--- src/rtl/cipo_phase_pkg.sv ---
// Shared constants and types for CIPO phase selection.
// One SCLK period spans OVERSAMPLE samples; the DDR word trails the
// regular word by DDR_OFFSET samples (half an SCLK period).
package cipo_phase_pkg;

    localparam int SAMPLES    = 74;
    localparam int WORD_BITS  = 16;
    localparam int OVERSAMPLE = 4;
    localparam int DDR_OFFSET = 2;
    localparam int MAX_PHASE  = 11;
    localparam int PHASE_W    = 4;

    typedef logic [SAMPLES-1:0]   oversample_t;
    typedef logic [PHASE_W-1:0]   phase_t;
    typedef logic [WORD_BITS-1:0] word_t;

endpackage

--- src/rtl/cipo_word_extractor.sv ---
// Picks one 16-bit word out of the oversampled CIPO vector.
// Output bit k (MSB first on the wire) comes from sample
// OVERSAMPLE*(WORD_BITS-1-k) + phase + OFFSET. Phases above MAX_PHASE
// force the word to zero so a misconfigured cable delay shows up as
// an all-zero word instead of reaching past the end of the vector.
module cipo_word_extractor
    import cipo_phase_pkg::*;
#(
    parameter int OFFSET = 0
) (
    input  phase_t      phase,
    input  oversample_t cipo4x,
    output word_t       word
);

    for (genvar k = 0; k < WORD_BITS; k++) begin : g_bit
        // One tap per possible phase code; illegal codes tie to zero,
        // leaving a 12:1 selection per bit plus zero forcing.
        logic [(1 << PHASE_W)-1:0] taps;

        for (genvar p = 0; p < (1 << PHASE_W); p++) begin : g_tap
            if (p <= MAX_PHASE) begin : g_legal
                assign taps[p] = cipo4x[OVERSAMPLE*(WORD_BITS-1-k) + p + OFFSET];
            end else begin : g_zero
                assign taps[p] = 1'b0;
            end
        end

        // Purely combinational selection: no latency through the data path.
        assign word[k] = taps[phase];
    end

endmodule

--- src/rtl/cipo_combined_phase_selector.sv ---
// Recovers the regular word A and the DDR word B from one 4x-oversampled
// CIPO line. Only the phase setting is registered; the data path is
// combinational so the core can capture CIPO the cycle after the final
// oversample lands in CIPO4x.
module cipo_combined_phase_selector
    import cipo_phase_pkg::*;
(
    input  logic                  clk,
    input  logic                  rstn,
    input  logic [PHASE_W-1:0]    phase_select,
    input  logic [SAMPLES-1:0]    CIPO4x,
    output logic [2*WORD_BITS-1:0] CIPO
);

    phase_t phase_q;
    word_t  word_a;
    word_t  word_b;

    // Phase register: new setting takes effect one cycle later; reset forces phase 0.
    always_ff @(posedge clk) begin
        if (!rstn) begin
            phase_q <= '0;
        end else begin
            phase_q <= phase_select;
        end
    end

    // Regular word, aligned to SCLK rising edges.
    cipo_word_extractor #(
        .OFFSET (0)
    ) u_word_a (
        .phase  (phase_q),
        .cipo4x (CIPO4x),
        .word   (word_a)
    );

    // DDR word, half an SCLK period after the regular word.
    cipo_word_extractor #(
        .OFFSET (DDR_OFFSET)
    ) u_word_b (
        .phase  (phase_q),
        .cipo4x (CIPO4x),
        .word   (word_b)
    );

    assign CIPO = {word_b, word_a};

endmodule

--- config.mk ---
export PLATFORM = sky130hd
export DESIGN_NAME = cipo_combined_phase_selector
export DESIGN_NICKNAME = d
export VERILOG_FILES = /design/src/rtl/cipo_phase_pkg.sv /design/src/rtl/cipo_word_extractor.sv /design/src/rtl/cipo_combined_phase_selector.sv
export SDC_FILE = /design/constraint.sdc
export NUM_CORES = 1
export LEC_CHECK = 0
export ABC_CLOCK_PERIOD_IN_PS = 3500
export BUFFER_PORTS_ARGS = -buffer_cell sky130_fd_sc_hd__buf_2
export CAP_MARGIN = 20
export CORE_ASPECT_RATIO = 0.8
export CORE_MARGIN = 2
export CORE_UTILIZATION = 47
export DETAILED_ROUTE_END_ITERATION = 8
export PLACE_DENSITY = 0.85
export SYNTH_ARGS = -nofsm -noshare
export SYNTH_HDL_FRONTEND = slang
export SYNTH_HIERARCHICAL = 1
export SYNTH_SLANG_ARGS = --single-unit
export TNS_END_PERCENT = 5
--- constraint.sdc ---
create_clock -name clk -period 3.5 [get_ports clk]
set_input_delay 0.7 -clock clk [delete_from_list [all_inputs] [get_ports clk]]
set_output_delay 0.7 -clock clk [all_outputs]
set_load 0.05 [all_outputs]
======== Word level (Yosys, flattened, before mapping) ========
Cells that the tools add are included.
word-level totals
  register bits after elaboration ......... 4
  logic and storage cells ................. 66
operators by class
  $lt $le $gt $ge ......................... 1
  mux-type cells .......................... 64
operators by type and width
  operator                                                    count
  binary-select mux 1 bit (select 4 bit)                      32
  2-to-1 mux 1 bit                                            32
  less-than comparator 4 x 5 -> 1 bit, second input constant  1

======== Logic depth before layout (Yosys ltp) ========
Gate-level depths: netlist of the first run.
  word-level depth ........................ 2
  depth in mapped cells ................... 5
  mapped depth without buffers ............ 3

======== Modules after synthesis ========
Netlist of the first run, hierarchy kept.
modules (own cells, without submodules)
  module                        instances  cells an instance  area each (µm²)
  cipo_word_extractor           2          78                 794.5
  cipo_combined_phase_selector  1          8                  105.1

======== Least setup slack after synthesis of the first run ========
OpenSTA, ideal clock, no wires.
  path kind ............................... input -> output
  start ................................... input port CIPO4x[11]
  end ..................................... output port CIPO[13]
  arrival time ............................ 2201 ps
  data required time ...................... 2800 ps
  path slack .............................. 599 ps
  stages .................................. 3
  path buffers ............................ 0
  cells stage by stage .................... mux2i_1 mux2_2 o31ai_1
on the way
  cells in the longest elaborated chain, start to end .. 2
RTL lines
  element                                 line                                source
  from (decl)                             cipo_combined_phase_selector.sv:11  input logic [SAMPLES-1:0] CIPO4x,
  binary-select mux 1 bit (select 4 bit)  cipo_word_extractor.sv:30           assign word[k] = taps[phase];
  2-to-1 mux 1 bit (not written as such)  cipo_word_extractor.sv:30
  to (decl)                               cipo_combined_phase_selector.sv:12  output logic [2*WORD_BITS-1:0] CIPO
No other way between the ends. The select of a mux whose other input is x is not followed.

======== Final worst setup path of the first run ========
  start ................................... register phase_q[1]
  end ..................................... output port CIPO[20]
on the way
  cells in the longest elaborated chain, start to end .. 2
RTL lines
  element                                 line                                source
  from (decl)                             cipo_combined_phase_selector.sv:15  phase_t phase_q;
  from (signal assigned)                  cipo_combined_phase_selector.sv:24  phase_q <= phase_select;
  binary-select mux 1 bit (select 4 bit)  cipo_word_extractor.sv:30
  2-to-1 mux 1 bit (not written as such)  cipo_word_extractor.sv:30
No other way between the ends. The select of a mux whose other input is x is not followed.

==> impl_metrics.tcl, run 1 <==
set metrics [dict create \
    final.min_clock_period_ps 2860 \
    hold_path_class "in2reg" \
    cts_resized 0 \
    core_region_area_um2 3450 \
    placedCellCount 310 \
    route.detailed.drc 0 \
    syn_avg_cell_area_um2 10.3 \
    clock_path_buffers 2 \
    ioPinCount 112 \
    die_area_um2 4100 \
    fin_nets 353 \
    synthCells 164 \
    numCtsBuffers 3 \
    cts_tree "built" \
    htree_levels 1 \
    netlist.area_leader.share_pct 27.9 \
    rows 19 \
    netlist-cell-type-count 18 \
    maxCapViolations 0 \
    cts_setup_buffers 0 \
    fmax_mhz 350 \
    num_antenna_cells 0 \
    routed_wl_um 5120 \
    grt-ovfl-total 0 \
    initial_utilization_pct 49.1 \
    hold_slack_ps 677 \
    grt_pass1_wl_um 8330 \
    vias 1927 \
    mostFrequentLayoutCell "buf_2" \
    finalSetupViolations 0 \
    grt_pass1_vias 1701 \
    drtAntennaViolNets 0 \
    outcome "complete, no violations" \
    syn_area_um2 1690 \
    path_class "reg2out" \
    yosys_warnings 6 \
    via_per_inst 6.16 \
    cp-startpoint "phase_q[1]$_SDFF_PN0_" \
    fin_cells 313 \
    portBuffers 111 \
    syn_nets 244 \
    grt_max_degree 37 \
    clkTransAtPathRegs_ps 30 \
    fillCellCount 298 \
    antenna_found_initial 0 \
    clock_sinks 4 \
    endpoint "CIPO[20]" \
    grt_setup_unrepaired "no" \
    ir_drop_mv 0.255 \
    cp_data_arrival_time_ps 2160 \
    gp_congestion 0.884 \
    p_leak_nw 1.12 \
    synth.area.top_cells "mux4_1 (28%), mux4_2 (24%), a22oi_1 (12%)" \
    setup_tns_ps 0 \
    layout_common_cells "buf_2 (111), nand2_1 (54), a22oi_1 (28)" \
    slew_headroom_pct 43.6 \
    slew_viol_final 0 \
    syn_to_final_growth_pct 35.8 \
    largest_reg_flops 4 \
    hpwl_um 4100 \
    track_usage_pct 25.7 \
    hold_viol 0 \
    regMostFlops "phase_q" \
    cp-start-kind "flip-flop" \
    power_density_nw_per_um2 285 \
    root_buffer "clkbuf_8" \
    reg.largest.list "phase_q (4)" \
    ys_seq_area_share_pct 4.73 \
    synth_largest_area_cell "mux4_1" \
    worstPathMaxFanout 32 \
    final_core_util_pct 66.8 \
    die_x_um 71.1 \
    ys_ff_latch 4 \
    tightest_slew_ps 843 \
    dr.first_iter.drc_count 174 \
    drive_above_1_share_pct 52.8 \
    hold_buffers 0 \
    die_h_um 57.7 \
    crit_path_end_kind "output port" \
    drtPass1Iterations 5 \
    wl_per_cell_um 16.4 \
    period_share_pct 81.7 \
    critical_path_required_ps 2800 \
]
==> routing by layer <==
| metal | share of wire [%] | global-route usage (%) | vias to the layer above | wire length, um |
|---|---|---|---|---|
| li1 | - | - | 895 | - |
| met1 | 43 | 40.2 | 893 | 2220 |
| met2 | 44 | 37.1 | 135 | 2260 |
| met3 | 12 | 5.22 | 4 | 612 |
| met4 | 0.66 | 5.66 | 0 | 34 |
| met5 | 0 | 0 | - | 0 |
==> worst min path at each step <==
stage | from | to | slack (ps) | cells after the start
floorplan | rstn | phase_q[0]$_SDFF_PN0_ | 820 | 1
global placement | phase_select[2] | phase_q[2]$_SDFF_PN0_ | 900 | 2
detailed placement | phase_select[2] | phase_q[2]$_SDFF_PN0_ | 900 | 2
CTS | phase_select[2] | phase_q[2]$_SDFF_PN0_ | 670 | 2
global route | phase_select[2] | phase_q[2]$_SDFF_PN0_ | 690 | 2
finish | phase_select[2] | phase_q[2]$_SDFF_PN0_ | 680 | 2
==> cells in the mapped netlist <==
cell	n
nand2_1	54
dfxtp_1	4
nor2_1	2
o31ai_1	2
a22oi_1	28
nand2b_1	2
clkbuf_1	2
buf_12	2
nor2b_1	4
inv_1	2
mux2_2	2
mux4_2	18
mux2i_1	8
o221ai_1	2
buf_2	8
and2_1	4
mux4_1	18
buf_6	2
==> report_power, final <==
part | internal [W] | total (W) | switching (W)
sequential | 0.0000487 | 0.0000604 | 0.0000117
combinational | 0.000173 | 0.000497 | 0.000323
clock | 0.0000733 | 0.0000976 | 0.0000243
==> cell families (layout without fill, tap and decap cells) <==
| group | Yosys count | count (layout) | synth area share, % |
|---|---|---|---|
| compound gates | 32 | 32 | 14.3 |
| flops | 4 | 4 | 4.73 |
| mux | 46 | 46 | 57.9 |
| buf+inv | 16 | 123 | 6.94 |
| simple gates | 66 | 66 | 16.1 |
==> worst max-delay path: stages, from the launching register on <==
cell     delay [ps]
dfxtp_2         800
buf_4           280
mux4_1          360
a22oi_1         220
nand2_1          70
buf_2           210
==> metrics by stage <==
stage,power [W],area (um^2),setup slack [ps]
CTS,0.000657,2300,636
global route,0.000693,2300,493
floorplan,0.000425,1690,599
detailed placement,0.000554,2260,869
global placement,0.000549,2260,900
finish,0.000655,2300,641
==> cell type report <==
class | count | area, um^2 | area share, %
timing repair buffer | 118 | 621 | 27.0
sequential | 4 | 82.6 | 3.59
multi-input combinational | 144 | 1500 | 65.0
inverter | 2 | 7.51 | 0.326
tap | 42 | 52.6 | 2.28
clock buffer | 3 | 41.3 | 1.79
Note: power is estimated with default switching activity, not from simulation.
==> inputs of run 2 (changes only) <==
--- a/config.mk
+++ b/config.mk
@@ -5,14 +5,14 @@
 export SDC_FILE = /design/constraint.sdc
 export NUM_CORES = 1
 export LEC_CHECK = 0
-export ABC_CLOCK_PERIOD_IN_PS = 3500
+export ABC_CLOCK_PERIOD_IN_PS = 2400
 export BUFFER_PORTS_ARGS = -buffer_cell sky130_fd_sc_hd__buf_2
 export CAP_MARGIN = 20
 export CORE_ASPECT_RATIO = 0.8
 export CORE_MARGIN = 2
-export CORE_UTILIZATION = 47
+export CORE_UTILIZATION = 39
 export DETAILED_ROUTE_END_ITERATION = 8
-export PLACE_DENSITY = 0.85
+export PLACE_DENSITY = 0.75
 export SYNTH_ARGS = -nofsm -noshare
 export SYNTH_HDL_FRONTEND = slang
 export SYNTH_HIERARCHICAL = 1
==> constraint.sdc (replaced) <==
create_clock -name clk -period 2.4 [get_ports clk]
set_input_delay 0.48 -clock clk [delete_from_list [all_inputs] [get_ports clk]]
set_output_delay 0.48 -clock clk [all_outputs]
set_load 0.05 [all_outputs]
==> run 2 against run 1 <==
Compared with the run above: via count shrank 2.7%; die area grew 19%; first-iteration DRC count shrank 15%; worst hold slack lost 210 ps; power grew 48%; sequential share of layout area shrank 0.074 points; non-clock buffer count grew 4; clock power grew 41%; global-route usage shrank 4.6 points; largest cell class unchanged.
==> impl_metrics.tcl, run 2 (same netlist as run 1, synthesis figures left out) <==
set metrics [dict create \
    mostFrequentLayoutCell "buf_2" \
    cts_tree "built" \
    cp_top_family "multiplexers" \
    place_area_um2 2320 \
    rows 21 \
    ioPinCount 112 \
    hold_slack_ps 471 \
    path_buf_inv 2 \
    period_share_pct 99.0 \
    tightest_slew_ps 479 \
    core_region_area_um2 4180 \
    htree_levels 1 \
    design_area_um2 2380 \
    routed_wl_um 5370 \
    reg.largest.list "phase_q (4)" \
    power_density_nw_per_um2 408 \
    fin_nets 357 \
    die_x_um 77.7 \
    syn_to_final_growth_pct 40.8 \
    hpwl_um 4370 \
    hold_path_class "in2reg" \
    layout_common_cells "buf_2 (111), nand2_1 (54), a22oi_1 (26)" \
    initial_utilization_pct 40.6 \
    outcome "complete, no violations" \
    route.detailed.drc 0 \
    track_usage_pct 21.1 \
    via_per_inst 5.65 \
    critPathSlowestCell "mux4_1" \
    grt_pass1_vias 1707 \
    drtAntennaViolNets 0 \
    layout_setup_ws_ps 24.2 \
    portBuffers 111 \
    finalSetupViolations 0 \
    largest_reg_flops 4 \
    num_antenna_cells 0 \
    critical-path-max-stage-delay_ps 620 \
    crit_path_end_kind "output port" \
    drtPass1Iterations 4 \
    fmax_mhz 421 \
    die_h_um 63.0 \
    cp-start-kind "flip-flop" \
    hold_viol 0 \
    ir_drop_mv 0.468 \
    totalPowerFinal_w 0.000972 \
    slew_viol_final 0 \
    critical_path_required_ps 1920 \
    worstPathMaxFanout 12 \
    clock_path_buffers 2 \
    gp_congestion 0.931 \
    grt-ovfl-total 0 \
    numCtsBuffers 3 \
    cp_data_arrival_time_ps 1900 \
    place_ws_ps 146 \
    clkTransAtPathRegs_ps 30 \
    drive_above_1_share_pct 55.6 \
    clock_sinks 4 \
    wl_per_cell_um 16.2 \
    worstPathCellList "buf_12 > mux4_1 > a22oi_1 > nand2_1 > buf_2" \
    die_area_um2 4890 \
    final.min_clock_period_ps 2380 \
    cts_setup_buffers 0 \
    dr.first_iter.drc_count 148 \
    maxCapViolations 0 \
    path_class "reg2out" \
    grt_pass1_wl_um 8310 \
    antenna_found_initial 0 \
    grt_max_degree 41 \
    regMostFlops "phase_q" \
    grt_setup_unrepaired "yes" \
    root_buffer "clkbuf_8" \
    p_leak_nw 1.14 \
    vias 1875 \
    slew_headroom_pct 68.0 \
]
## run 2: cell types whose count changed in the layout (fill, tap and decap cells not counted), moves of 2 or more
cell,before,now
mux4_2,18,22
mux4_1,18,14
a22oi_1,28,26
a22oi_2,0,2
dfxtp_2,2,0
## run 2: path summary, 6_finish.rpt
check / slack [ps] / start / to / cells after the start
worst max-delay path: 20 / phase_q[0]$_SDFF_PN0_ / CIPO[25] / 5
worst min-delay path: 470 / phase_select[2] / phase_q[2]$_SDFF_PN0_ / 2
## run 2: power by group
group / internal, W / total [W] / switching [W]
combinational: 0.000266 / 0.000756 / 0.000489
sequential: 0.0000703 / 0.0000779 / 0.00000757
clock: 0.000107 / 0.000138 / 0.0000316
## run 2: final cells by class
type | instances | area [um^2]
inverter | 2 | 7.51
fill | 387 | 1790
clock buffer | 3 | 41.3
tap | 57 | 71.3
timing repair buffer | 122 | 684
multi-input combinational | 144 | 1500
sequential | 4 | 83.8
## run 2: through the flow
| stage | util, % | std cells | setup TNS, ps |
|---|---|---|---|
| global placement | 55.5 | 328 | 0 |
| finish | 57.1 | 332 | 0 |
| detailed placement | 55.5 | 328 | 0 |
| floorplan | - | 164 | -239 |
| global route | 57.1 | 332 | -680 |
| CTS | 56.3 | 331 | -226 |
## run 2: routing by layer
layer | wire length [um] | share of wire (%) | vias up | global-route usage (%)
met5 | 0 | 0 | - | 0
met4 | 23 | 0.43 | 0 | 2.68
met3 | 512 | 9.5 | 4 | 3.90
met2 | 2480 | 46 | 101 | 32.9
met1 | 2350 | 44 | 870 | 31.5
li1 | - | - | 900 | -
## run 2: what timing repair did
action,in CTS,in global routing
gates cloned,0,1
resized for setup,2,6
hold buffers,0,0
endpoints found under the setup margin,15,31
==> inputs of run 3 (changes only) <==
--- a/config.mk
+++ b/config.mk
@@ -12,7 +12,8 @@
 export CORE_MARGIN = 2
 export CORE_UTILIZATION = 39
 export DETAILED_ROUTE_END_ITERATION = 8
-export PLACE_DENSITY = 0.75
+export PLACE_DENSITY_LB_ADDON = 0.2
+export REMOVE_ABC_BUFFERS = 1
 export SYNTH_ARGS = -nofsm -noshare
 export SYNTH_HDL_FRONTEND = slang
 export SYNTH_HIERARCHICAL = 1
==> run 3 against run 2 <==
Compared with the run above: power decreased by 0.78%; non-clock buffer count increased by 2; cell area decreased by 0.52%; count of clock-buffer cells in the layout unchanged; critical path type unchanged; largest cell class unchanged.
==> impl_metrics.tcl, run 3 (same netlist as run 1, synthesis figures left out) <==
set metrics [dict create \
    path_class "reg2out" \
    die_h_um 63.0 \
    numCtsBuffers 3 \
    track_usage_pct 20.1 \
    clkTransAtPathRegs_ps 30 \
    totalPowerFinal_w 0.000964 \
    final.min_clock_period_ps 2390 \
    power_density_nw_per_um2 406 \
    ir_drop_mv 0.472 \
    grt_pass1_vias 1794 \
    slew_headroom_pct 57.6 \
    hold_viol 0 \
    largest_reg_flops 4 \
    tightest_slew_ps 633 \
    clock_path_buffers 2 \
    p_leak_nw 1.13 \
    cts_setup_buffers 0 \
    worstPathCellList "buf_12 > mux4_1 > a22oi_1 > nand2_1 > buf_2" \
    slew_viol_final 0 \
    cp-start-kind "flip-flop" \
    route.detailed.drc 0 \
    critPathSlowestCell "mux4_1" \
    crit_path_end_kind "output port" \
    cp_num_cells 5 \
    hold_buffers 0 \
    clock_sinks 4 \
    wl_per_cell_um 14.6 \
    finalSetupViolations 0 \
    holdPathEnd "phase_q[1]$_SDFF_PN0_" \
    placedCellCount 331 \
    routed_wl_um 4890 \
    syn_to_final_growth_pct 40.0 \
    hold_slack_ps 468 \
    via_per_inst 5.70 \
    hold_start "phase_select[1]" \
    cp_data_arrival_time_ps 1910 \
    final_core_util_pct 56.8 \
    fillCellCount 376 \
    rows 21 \
    die_area_um2 4890 \
    reg.largest.list "phase_q (4)" \
    fmax_mhz 419 \
    ioPinCount 112 \
    htree_levels 1 \
    period_share_pct 99.4 \
    portBuffers 111 \
    min_path_cells 2 \
    worstPathMaxFanout 21 \
    grt_setup_unrepaired "yes" \
    initial_utilization_pct 40.6 \
    root_buffer "clkbuf_8" \
    hpwl_um 3960 \
    cts_tree "built" \
    core_region_area_um2 4180 \
    drtPass1Iterations 4 \
    path_buf_inv 2 \
    cp_top_family "multiplexers" \
    critical_path_required_ps 1920 \
    outcome "complete, no violations" \
    mostFrequentLayoutCell "buf_2" \
    maxCapViolations 0 \
    grt_pass1_wl_um 8090 \
    fin_nets 359 \
    regMostFlops "phase_q" \
    hold_path_class "in2reg" \
    setup_tns_ps 0 \
    drive_above_1_share_pct 56.7 \
    grt_max_degree 25 \
    num_antenna_cells 0 \
    antenna_found_initial 0 \
    critical-path-max-stage-delay_ps 640 \
    layout_common_cells "buf_2 (111), nand2_1 (54), a22oi_1 (27)" \
    grt-ovfl-total 0 \
    gp_congestion 0.866 \
    die_x_um 77.7 \
    vias 1905 \
    dr.first_iter.drc_count 109 \
    drtAntennaViolNets 0 \
    fin_cells 334 \
]
run 3: cell types whose count changed in the layout (fill, tap and decap cells not counted), moves of 2 or more:
| cell | previous run | this run |
|---|---|---|
| buf_4 | 7 | 10 |
| nor2b_1 | 4 | 2 |
| nor2b_2 | 0 | 2 |
| dfxtp_2 | 0 | 2 |
run 3: worst max path at each step:
stage,endpoint,slack [ps],from
2_1_floorplan,CIPO[13],-1080,phase_q[0]$_SDFF_PN0_
3_3_place_gp,CIPO[29],90,phase_q[3]$_SDFF_PN0_
3_5_place_dp,CIPO[29],50,phase_q[3]$_SDFF_PN0_
4_1_cts,CIPO[29],-6,phase_q[0]$_SDFF_PN0_
5_1_grt,CIPO[6],-80,phase_q[0]$_SDFF_PN0_
6_report,CIPO[4],10,phase_q[0]$_SDFF_PN0_
run 3: cell type report:
class                      count  area (um^2)  share of cell area (%)
inverter                       2         7.51                   0.316
multi-input combinational    144         1490                    62.7
tap                           57         71.3                    3.01
timing repair buffer         124          682                    28.7
clock buffer                   3         41.3                    1.74
sequential                     4         82.6                    3.48
run 3: power breakdown:
part	total (W)	internal [W]	switching, W	leakage (nW)
logic	0.000746	0.000265	0.000482	1.08
clock network	0.000143	0.000107	0.0000365	0.0216
registers	0.0000748	0.0000711	0.00000371	0.0339
total	0.000964	0.000443	0.000522	1.13
run 3: per-layer routing:
| metal | routed length (um) | global-route usage [%] | vias to the layer above |
|---|---|---|---|
| met5 | 0 | 0 | - |
| met4 | 21 | 3.79 | 0 |
| met3 | 492 | 3.47 | 2 |
| met2 | 2220 | 32.9 | 101 |
| met1 | 2160 | 28.3 | 898 |
| li1 | - | - | 904 |
run 3: metrics by stage:
step	cell area, um^2	setup slack (ps)
after floorplan	1580	-1080
after global placement	2340	85.8
after detailed placement	2340	45.8
after CTS	2380	-5.99
after global routing	2370	-78.0
final	2370	14.9
run 3: timing repair:
action | in CTS | in global routing
setup endpoints to repair | 24 | 24
gates resized for setup | 5 | 4
gates cloned | 0 | 0
